==> config.mk <==
export PLATFORM = sky130hd
export DESIGN_NAME = emissor_pulsos_botao
export DESIGN_NICKNAME = d
export VERILOG_FILES = /design/src/rtl/emissor_pulsos_botao.sv
export SDC_FILE = /design/constraint.sdc
export NUM_CORES = 1
export LEC_CHECK = 0
export ABC_AREA = 0
export ABC_CLOCK_PERIOD_IN_PS = 3050
export CORE_MARGIN = 10
export CORE_UTILIZATION = 35
export DETAILED_ROUTE_END_ITERATION = 8
export GPL_TIMING_DRIVEN = 0
export HOLD_SLACK_MARGIN = 0.06
export SYNTH_ARGS = -nofsm -noshare
export SYNTH_HDL_FRONTEND = slang
export SYNTH_SLANG_ARGS = --single-unit
==> constraint.sdc <==
create_clock -name clk -period 3.05 [get_ports clk]
set_input_delay 0.4575 -clock clk [delete_from_list [all_inputs] [get_ports clk]]
set_output_delay 0.4575 -clock clk [all_outputs]
set_load 0.02 [all_outputs]
==> src/rtl/emissor_pulsos_botao.sv <==
`default_nettype none
// ============================================================================
// Module      : emissor_pulsos_botao
// Description : Push-button pulse emitter. Turns a "press N times" request
//               into clean level pulses on botao that a 3-sample debounce
//               receiver registers exactly once per press.
//               Optional build macro: EMISSOR_BOUNCE_EN adds a leading
//               1,0,1,... bounce burst of BOUNCE_CYCLES cycles to every press.
// Ports       : clk, reset (sync, active-high)
//               req_valid/req_ready/req_count : request handshake
//               cancel      : stop after the press in progress
//               botao       : registered button level
//               busy, done  : status / one-cycle completion pulse
//               pulses_sent : running count of completed presses (wraps)
// Revision    : 1.0 - initial release
// ============================================================================
module emissor_pulsos_botao #(
    parameter int CNT_W         = 3,
    parameter int HOLD_CYCLES   = 4,
    parameter int GAP_CYCLES    = 4,
    parameter int BOUNCE_CYCLES = 3
) (
    input  logic             clk,
    input  logic             reset,
    input  logic             req_valid,
    input  logic [CNT_W-1:0] req_count,
    output logic             req_ready,
    input  logic             cancel,
    output logic             botao,
    output logic             busy,
    output logic             done,
    output logic [CNT_W-1:0] pulses_sent
);

`ifdef EMISSOR_BOUNCE_EN
    localparam int c_BOUNCE_LEN = BOUNCE_CYCLES;
`else
    // No bounce burst; the product keeps the parameter list identical in both builds.
    localparam int c_BOUNCE_LEN = 0 * BOUNCE_CYCLES;
`endif

    localparam int c_HIGH_LEN = HOLD_CYCLES + c_BOUNCE_LEN;
    localparam int c_MAX_LEN  = (c_HIGH_LEN > GAP_CYCLES) ? c_HIGH_LEN : GAP_CYCLES;
    localparam int c_TIMER_W  = $clog2(c_MAX_LEN + 1);

    localparam logic [c_TIMER_W-1:0] c_HIGH_LOAD = c_TIMER_W'(c_HIGH_LEN - 1);
    localparam logic [c_TIMER_W-1:0] c_GAP_LOAD  = c_TIMER_W'(GAP_CYCLES - 1);

    typedef enum logic [1:0] {
        S_IDLE = 2'd0,
        S_HIGH = 2'd1,
        S_GAP  = 2'd2,
        S_FIN  = 2'd3
    } state_t;

    state_t                 r_state;
    logic [c_TIMER_W-1:0]   r_timer;
    logic [CNT_W-1:0]       r_remaining;
    logic [CNT_W-1:0]       r_pulses_sent;
    logic                   r_cancel_pend;
    logic                   r_botao;
    logic                   r_busy;
    logic                   r_done;
    logic                   r_req_ready;
    logic                   w_botao_next_high;

`ifdef EMISSOR_BOUNCE_EN
    // Phase index of the next HIGH cycle; the timer counts down from
    // c_HIGH_LOAD, so the phase is recovered from the remaining count.
    logic [c_TIMER_W-1:0]   w_next_phase;
    assign w_next_phase      = c_TIMER_W'(c_HIGH_LEN) - r_timer;
    assign w_botao_next_high = (w_next_phase >= c_TIMER_W'(c_BOUNCE_LEN)) ? 1'b1
                                                                          : ~w_next_phase[0];
`else
    assign w_botao_next_high = 1'b1;
`endif

    always_ff @(posedge clk) begin
        if (reset) begin
            r_state       <= S_IDLE;
            r_timer       <= '0;
            r_remaining   <= '0;
            r_pulses_sent <= '0;
            r_cancel_pend <= 1'b0;
            r_botao       <= 1'b0;
            r_busy        <= 1'b0;
            r_done        <= 1'b0;
            r_req_ready   <= 1'b1;
        end else begin
            r_done <= 1'b0;
            case (r_state)
                S_IDLE: begin
                    r_cancel_pend <= 1'b0;
                    // r_req_ready is always 1 here, so req_valid alone is the transfer.
                    if (req_valid) begin
                        r_req_ready <= 1'b0;
                        r_busy      <= 1'b1;
                        if (req_count != '0) begin
                            r_state     <= S_HIGH;
                            r_remaining <= req_count;
                            r_timer     <= c_HIGH_LOAD;
                            r_botao     <= 1'b1;
                        end else begin
                            r_state <= S_FIN;
                            r_done  <= 1'b1;
                        end
                    end
                end
                S_HIGH: begin
                    if (cancel) begin
                        r_cancel_pend <= 1'b1;
                    end
                    if (r_timer == '0) begin
                        r_state       <= S_GAP;
                        r_timer       <= c_GAP_LOAD;
                        r_botao       <= 1'b0;
                        r_pulses_sent <= r_pulses_sent + 1'b1;
                        r_remaining   <= r_remaining - 1'b1;
                    end else begin
                        r_timer <= r_timer - 1'b1;
                        r_botao <= w_botao_next_high;
                    end
                end
                S_GAP: begin
                    if (cancel) begin
                        r_cancel_pend <= 1'b1;
                    end
                    if (r_timer == '0) begin
                        // A cancel arriving on the last GAP cycle still counts.
                        if ((r_remaining != '0) && !r_cancel_pend && !cancel) begin
                            r_state <= S_HIGH;
                            r_timer <= c_HIGH_LOAD;
                            r_botao <= 1'b1;
                        end else begin
                            r_state <= S_FIN;
                            r_done  <= 1'b1;
                        end
                    end else begin
                        r_timer <= r_timer - 1'b1;
                    end
                end
                S_FIN: begin
                    r_state       <= S_IDLE;
                    r_req_ready   <= 1'b1;
                    r_busy        <= 1'b0;
                    r_cancel_pend <= 1'b0;
                end
                default: begin
                    r_state <= S_IDLE;
                end
            endcase
        end
    end

    assign botao       = r_botao;
    assign busy        = r_busy;
    assign done        = r_done;
    assign req_ready   = r_req_ready;
    assign pulses_sent = r_pulses_sent;

endmodule
`default_nettype wire

# [Word-level counts from Yosys, hierarchy flattened]
# Index checks and enable logic that the tools add are counted.
[classes] n_addsub=3 n_eq_ne=10 muxes=33 reduce_logical=19
[ops] operator="$mux W3" count=8
[ops] operator="$mux W1" count=12
[ops] operator="$mux W2" count=5
[ops] operator="$ne A2 B2 Y1 const B" count=5
[ops] operator="$pmux W3 S3" count=1
[ops] operator="$reduce_bool A3 Y1" count=3
[ops] operator="$pmux W1 S2" count=4
[ops] operator="$pmux W2 S4" count=1
[ops] operator="$reduce_and A4 Y1" count=2
[ops] operator="$pmux W3 S2" count=1
[ops] operator="$sub A3 B1 Y3 const B" count=2
[ops] operator="$reduce_and A5 Y1" count=1
[ops] operator="$eq A2 B2 Y1 const B" count=2
[ops] operator="$reduce_and A2 Y1" count=2
[ops] operator="$reduce_bool A2 Y1" count=2
[ops] operator="$reduce_or A2 Y1" count=2
[ops] operator="$add A3 B1 Y3 const B" count=1
[ops] operator="$logic_not A3 Y1" count=1
[ops] operator="$ne A3 B3 Y1 const B" count=1
[ops] operator="$pmux W1 S3" count=1
[ops] operator="$reduce_and A3 Y1" count=1
[ops] operator="$eq A2 B1 Y1 const B" count=1
[ops] operator="$logic_and A1 B1 Y1" count=2
[ops] operator="$logic_not A1 Y1" count=2
[ops] operator="other kinds (2)" count=2
[totals] regBits=16 input_bits=7

# [Logic depth before layout (Yosys ltp)]
# Gate-level depths: netlist of run 1.
[logic_depth] word_depth=6 ltp_mapped=7

# [Worst setup path after synthesis of run 1]
# OpenSTA, ideal clock, no wires.
[synth_path] path_kind="reg-to-reg" from="register r_remaining[0]" to="register r_timer[0]" setup_ps=91 t_arrival_ps=1514 slack_ps=1445 stages_incl_launch_ff=8 cell_sequence="dfxtp_1 > inv_1 > ha_1 > ha_1 > o31ai_1 > or2_2 > a21oi_1 > a311oi_1"
[synth_via] elab_chain_cells=5
[synth_rtl] item="from (decl)" line_no="58" source="logic [CNT_W-1:0] r_remaining;"
[synth_rtl] item="from (signal assigned)" line_no="100" source="r_remaining <= req_count;"
[synth_rtl] item="from (signal assigned)" line_no="118" source="r_remaining <= r_remaining - 1'b1;"
[synth_rtl] item="$reduce_bool A3 Y1" line_no="130" source="if ((r_remaining != '0) && !r_cancel_pend && !cancel) begin"
[synth_rtl] item="$logic_and A1 B1 Y1 (2 in a row)" line_no="130"
[synth_rtl] item="$ne A3 B3 Y1 (no line)"
[synth_rtl] item="$reduce_and A4 Y1 (no line)"
[synth_rtl] item="to (signal assigned)" line_no="120" source="r_timer <= r_timer - 1'b1;"
[synth_rtl] item="to (signal assigned)" line_no="132" source="r_timer <= c_HIGH_LOAD;"
[synth_rtl] item="to (signal assigned)" line_no="139" source="r_timer <= r_timer - 1'b1;"
[synth_rtl] item="to (decl)" line_no="57" source="logic [c_TIMER_W-1:0] r_timer;"
# No other way between the ends.
# A chain may end at the register's enable or synchronous reset.

# [Worst setup path after layout of run 1]
[layout_path] from="register r_remaining[0]" to="register r_timer[1]"
# Same word-level chain as after synthesis.

==> results of run 1 <==
kinds of logic (layout without fill, tap and decap cells):
kind of cell             count (synthesis)  after routing
AND/OR/NAND/NOR                         36             36
AO/OA/AOI/OAI                           29             29
flip-flops                              16             16
buffers and inverters                   14             31
adder cells (fa/ha/maj)                 10             10
XOR/XNOR                                 2              2
multiplexers                             1              1
where the power goes:
group / internal [mW] / leakage [nW] / switching [mW]
logic: 0.292 / 0.311 / 0.374
clock network: 0.0728 / 0.0210 / 0.0739
registers: 0.284 / 0.132 / 0.0467
total: 0.649 / 0.464 / 0.495
stage by stage:
| step | setup slack (ns) | std cells | utilization (%) | cell area [um2] |
|---|---|---|---|---|
| floorplan | 1.445 | 108 | - | 935.9 |
| global placement | 1.024 | 151 | 43.75 | 1104 |
| detailed placement | 1.031 | 151 | 43.75 | 1104 |
| CTS | 1.109 | 155 | 45.19 | 1140 |
| global route | 0.8757 | 155 | 45.19 | 1140 |
| finish | 1.085 | 155 | 45.19 | 1140 |
layout by cell type, fill, tap and decap left out, types with 4 or more instances in the layout:
cell             instances
a21oi_1                  9
clkdlybuf4s50_1         13
dfxtp_1                 16
ha_1                    10
inv_1                   11
nand2_1                  5
nand3_1                  6
nor2_1                  12
o21ai_0                  4
cell type report:
class | instances | area [um2] | area share [%]
Multi-Input combinational cell | 78 | 554.3 | 48.63
Sequential cell | 16 | 320.3 | 28.10
Timing Repair Buffer | 13 | 130.1 | 11.42
Inverter | 11 | 41.29 | 3.622
Tap cell | 30 | 37.54 | 3.293
Clock buffer | 4 | 36.28 | 3.183
Buffer | 3 | 20.02 | 1.756
metal layers:
layer	track usage (%)	part of all wire [%]	vias up	wire [um]
met3	2.342	2.9	5	63
met5	0	0	-	0
met1	10.95	49	377	1053
met2	15.00	46	9	997
met4	4.516	2.3	0	50
li1	-	-	424	-
flip-flops by register name, indices dropped and copies added, names as in the netlist:
register       cells
pulses_sent        3
req_ready          1
r_timer            3
botao              1
done               1
r_remaining        3
r_state            2
r_cancel_pend      1
busy               1
cell usage after synthesis, types with 3 or more instances:
| cell | n | area [um2] |
|---|---|---|
| a211oi_1 | 3 | 22.52 |
| a21oi_1 | 9 | 45.04 |
| a311oi_1 | 3 | 26.28 |
| dfxtp_1 | 16 | 320.3 |
| ha_1 | 10 | 125.1 |
| inv_1 | 11 | 41.29 |
| nand2_1 | 5 | 18.77 |
| nand3_1 | 6 | 30.03 |
| nor2_1 | 12 | 45.04 |
| nor3_1 | 3 | 15.01 |
| o21ai_0 | 4 | 20.02 |
worst max-delay path by stage:
| stage | from | endpoint | cells after the start |
|---|---|---|---|
| floorplan | r_remaining[0]$_SDFFE_PP0P_ | r_timer[0]$_SDFFE_PP0P_ | 7 |
| global placement | req_count[1] | r_timer[0]$_SDFFE_PP0P_ | 5 |
| detailed placement | req_count[1] | r_timer[1]$_SDFFE_PP0P_ | 5 |
| CTS | r_remaining[0]$_SDFFE_PP0P_ | r_timer[1]$_SDFFE_PP0P_ | 7 |
| global route | r_remaining[0]$_SDFFE_PP0P_ | r_timer[1]$_SDFFE_PP0P_ | 7 |
| finish | r_remaining[0]$_SDFFE_PP0P_ | r_timer[1]$_SDFFE_PP0P_ | 7 |
==> flow_metrics.tcl, run 1 <==
set metrics [dict create \
    min_to "r_timer[0]$_SDFFE_PP0P_" \
    totalPowerFinal_mw 1.144 \
    dieArea_um2 5142 \
    synth-simple-area-share_pct 20.72 \
    p_per_area_nw_per_um2 1004 \
    leakage_nw 0.4643 \
    fillCellCount 262 \
    ios 14 \
    antenna_found_initial 0 \
    die_w_um 71.71 \
    syn_avg_cell_area_um2 8.666 \
    grt-ovfl-total 0 \
    worst_hold_slack_ns 0.4879 \
    hold_buffers 0 \
    ir_drop_uv 408.7 \
    die_y_um 71.71 \
    seq_area_frac_synth_pct 34.22 \
    outcome "finished clean" \
    synth_seq_cells 16 \
    timing.fmax_mhz 508.9 \
    clk_path_buf_depth 2 \
    h-tree-depth 1 \
    cp-start-kind "register" \
    path_buf_inv 1 \
    min_period_ns 1.965 \
    grt_setup_unrepaired "no" \
    postCtsSetupBuffers 0 \
    area_growth_pct 21.79 \
    cp_cell_sequence "inv_1 > ha_1 > ha_1 > o31ai_1 > or2_2 > a21oi_1 > a311oi_1" \
    async_reset_ff_share_pct 0 \
    syn_inst 108 \
    synth.distinct_cells 33 \
    synthAdderAreaFrac_pct 13.37 \
    drcViolationCount 0 \
    crit_type "register to register" \
    cpLargestDelayFamily "compound AO/OA/AOI/OAI gates" \
    nets 143 \
    synthMuxAreaShare_pct 1.070 \
    tns_ns 0 \
    yosysWarnings 0 \
    relSlewSlack_pct 62.20 \
    setup_viol 0 \
    clkLatencyLatePin_ns 0.29 \
    routedWlPerCell_um 13.97 \
    synth_area_um2 935.9 \
    crit_path_end_kind "register" \
    cap_violations 0 \
    critical_path.max_fanout 4 \
    fin_crit_sh_pct 64.42 \
    cts_root_buf "clkbuf_4" \
    ctsResizeCount 0 \
    start_util_pct 37.10 \
    numPortBuffers 13 \
    finalHoldViolations 0 \
    cts_tree "done" \
    cp.required_ns 3.26 \
    synth_flop_cell "dfxtp_1" \
    r2r_cells 7 \
    antenna_cells 0 \
    cts_buffers 3 \
    max_stage_delay_ns 0.51 \
    dr.pass1.iters 4 \
    drive_gt1_share_pct 10.40 \
    synth_top_family_by_area "compound AO/OA/AOI/OAI gates" \
    slew_viol_final 0 \
    reg2reg_setup_slack_ns 1.09 \
    synth-xor-area-share_pct 1.872 \
    grtUsageTotal_pct 9.227 \
    crit_top_cell "ha_1" \
    drt-initial-drc-count 29 \
    ant_nets 0 \
    dpl.hpwl_um 1691 \
    fin_skew_ns 0.004878 \
    whs_path_depth 1 \
    grt_pass1_vias 805 \
    clkTransAtPathRegs_ns 0.10 \
    r2r_start "r_remaining[0]$_SDFFE_PP0P_" \
    synth_edf_count 0 \
    grt_pass1_wl_um 3808 \
    arrival_ns 2.17 \
    synth_nets 125 \
    crit_slowest_cell "o31ai_1" \
    hold_class "register to register" \
    finalWirelength_um 2165 \
    routed-via-count 815 \
    viasPerCell 5.258 \
    grt_max_degree 11 \
    gp_congestion 0.8114 \
    min_from "r_timer[0]$_SDFFE_PP0P_" \
    rows 18 \
    r2r_end "r_timer[1]$_SDFFE_PP0P_" \
    worst_pin_slew_ns 0.5622 \
    clkSinkCount 16 \
    synth_compound_gate_area_share_pct 22.19 \
    core-area_um2 2522 \
]
No activity file was read; power rests on OpenSTA's default activity.
==> inputs of run 2 (changes only) <==
--- a/config.mk
+++ b/config.mk
@@ -6,7 +6,7 @@
 export NUM_CORES = 1
 export LEC_CHECK = 0
 export ABC_AREA = 0
-export ABC_CLOCK_PERIOD_IN_PS = 3050
+export ABC_CLOCK_PERIOD_IN_PS = 1800
 export CORE_MARGIN = 10
 export CORE_UTILIZATION = 35
 export DETAILED_ROUTE_END_ITERATION = 8
==> constraint.sdc (replaced) <==
create_clock -name clk -period 1.8 [get_ports clk]
set_input_delay 0.27 -clock clk [delete_from_list [all_inputs] [get_ports clk]]
set_output_delay 0.27 -clock clk [all_outputs]
set_load 0.02 [all_outputs]
==> flow_metrics.tcl, run 2 (synthesized netlist as in run 1, its figures left out) <==
set metrics [dict create \
    dieArea_um2 5142 \
    rows 18 \
    p_per_area_nw_per_um2 1733 \
    cts_buffers 3 \
    finalHoldViolations 0 \
    r2r_end "r_remaining[2]$_SDFFE_PP0P_" \
    crit_path_end_kind "register" \
    fillCellCount 255 \
    cp-start-kind "register" \
    min_from "r_timer[0]$_SDFFE_PP0P_" \
    numPortBuffers 13 \
    cap_violations 0 \
    worst_pin_slew_ns 0.4819 \
    cts_tree "done" \
    r2r_cells 7 \
    leakage_nw 0.4746 \
    nets 145 \
    dr.pass1.iters 4 \
    core-area_um2 2522 \
    setup_viol 0 \
    grt_max_degree 11 \
    layout_commonest_cell "dfxtp_1" \
    finalWirelength_um 2252 \
    area_growth_pct 27.01 \
    seqCellArea_um2 322.8 \
    grt-ovfl-total 0 \
    relSlewSlack_pct 67.87 \
    min_period_ns 1.656 \
    die_y_um 71.71 \
    viasPerCell 5.293 \
    die_w_um 71.71 \
    gp_congestion 0.8114 \
    fin_skew_ns 0.003802 \
    ios 14 \
    cts_root_buf "clkbuf_4" \
    clk_path_buf_depth 2 \
    layout_common_cells "14 x dfxtp_1, 13 x clkdlybuf4s50_1, 12 x nor2_1" \
    slew_viol_final 0 \
    grtUsageTotal_pct 9.227 \
    cp.required_ns 2.02 \
    fin_crit_sh_pct 91.99 \
    antenna_cells 0 \
    ant_nets 0 \
    drcViolationCount 0 \
    start_util_pct 37.10 \
    crit_type "register to register" \
    grt_pass1_vias 810 \
    multi_input_comb_area_um2 583.1 \
    drive_gt1_share_pct 14.96 \
    whs_path_depth 1 \
    clkLatencyLatePin_ns 0.30 \
    hold_class "register to register" \
    ir_drop_uv 725.2 \
    drt-initial-drc-count 48 \
    critical_path.max_fanout 10 \
    clkTransAtPathRegs_ns 0.10 \
    routedWlPerCell_um 14.34 \
    min_to "r_timer[0]$_SDFFE_PP0P_" \
    arrival_ns 1.87 \
    grt_setup_unrepaired "no" \
    tns_ns 0 \
    grt_pass1_wl_um 3808 \
    timing.fmax_mhz 603.9 \
    reg2reg_setup_slack_ns 0.14 \
    clkSinkCount 16 \
    hold_buffers 0 \
    r2r_start "r_state[0]$_SDFFE_PP0P_" \
    routed-via-count 831 \
    worst_hold_slack_ns 0.4882 \
    dpl.hpwl_um 1691 \
    antenna_found_initial 0 \
    h-tree-depth 1 \
    outcome "finished clean" \
]
run 2: critical path: stages, from the launching register on:
cell       delay, ns
dfxtp_2         0.36
inv_1           0.08
ha_1            0.22
buf_6           0.14
nor4b_4         0.15
a2111oi_4       0.35
nor2_1          0.07
a211oi_1        0.20
run 2: metal layers:
| layer | vias up | wire, um | part of all wire (%) | GRT usage (%) |
|---|---|---|---|---|
| met5 | - | 0 | 0 | 0 |
| met3 | 5 | 75 | 3.3 | 2.342 |
| met1 | 385 | 1086 | 48 | 10.95 |
| li1 | 426 | - | - | - |
| met2 | 15 | 1040 | 46 | 15.00 |
| met4 | 0 | 49 | 2.2 | 4.516 |
run 2: where the power goes:
group          switching (mW)  internal (mW)
combinational           0.688          0.551
clock                   0.127          0.123
sequential             0.0833          0.487
total                   0.898           1.16
run 2: final cells by class:
type | instances | area share (%)
timing repair buffer | 15 | 12.21
clock buffer | 4 | 3.053
tap | 30 | 3.158
multi-input combinational | 78 | 49.05
inverter | 11 | 3.474
sequential | 16 | 27.16
buffer | 3 | 1.895
run 2: what timing repair did:
| item | CTS | global route |
|---|---|---|
| pin swaps | 0 | 1 |
| endpoints found under the setup margin | 2 | 7 |
| buffers inserted | 0 | 2 |
| resized for setup | 1 | 7 |
run 2: metrics by stage:
step                      util (%)  total power, mW  instance area (um2)  instances  setup WS [ns]
after floorplan                  -            1.397                935.9        108         0.1955
after global placement       43.75            1.672                 1104        151       -0.06690
after detailed placement     43.75            1.701                 1104        151        -0.1087
after CTS                    45.39            1.964                 1145        155       0.001052
after global routing         47.12            2.253                 1189        157       0.009799
final                        47.12            2.059                 1189        157         0.1442
run 2: worst max path at each step:
stage	depth (start not counted)	start	end
floorplan	7	r_remaining[0]$_SDFFE_PP0P_	r_timer[0]$_SDFFE_PP0P_
global placement	7	r_remaining[0]$_SDFFE_PP0P_	r_timer[0]$_SDFFE_PP0P_
detailed placement	7	r_remaining[0]$_SDFFE_PP0P_	r_timer[1]$_SDFFE_PP0P_
CTS	7	r_remaining[0]$_SDFFE_PP0P_	r_timer[1]$_SDFFE_PP0P_
global route	7	r_remaining[0]$_SDFFE_PP0P_	r_timer[1]$_SDFFE_PP0P_
finish	7	r_state[0]$_SDFFE_PP0P_	r_remaining[2]$_SDFFE_PP0P_
==> inputs of run 3 (changes only) <==
--- a/config.mk
+++ b/config.mk
@@ -10,6 +10,7 @@
 export CORE_MARGIN = 10
 export CORE_UTILIZATION = 35
 export DETAILED_ROUTE_END_ITERATION = 8
+export GPL_ROUTABILITY_DRIVEN = 0
 export GPL_TIMING_DRIVEN = 0
 export HOLD_SLACK_MARGIN = 0.06
 export SYNTH_ARGS = -nofsm -noshare
==> results of run 3 <==
Final layout, timing and power as in run 2 (identical DEF).
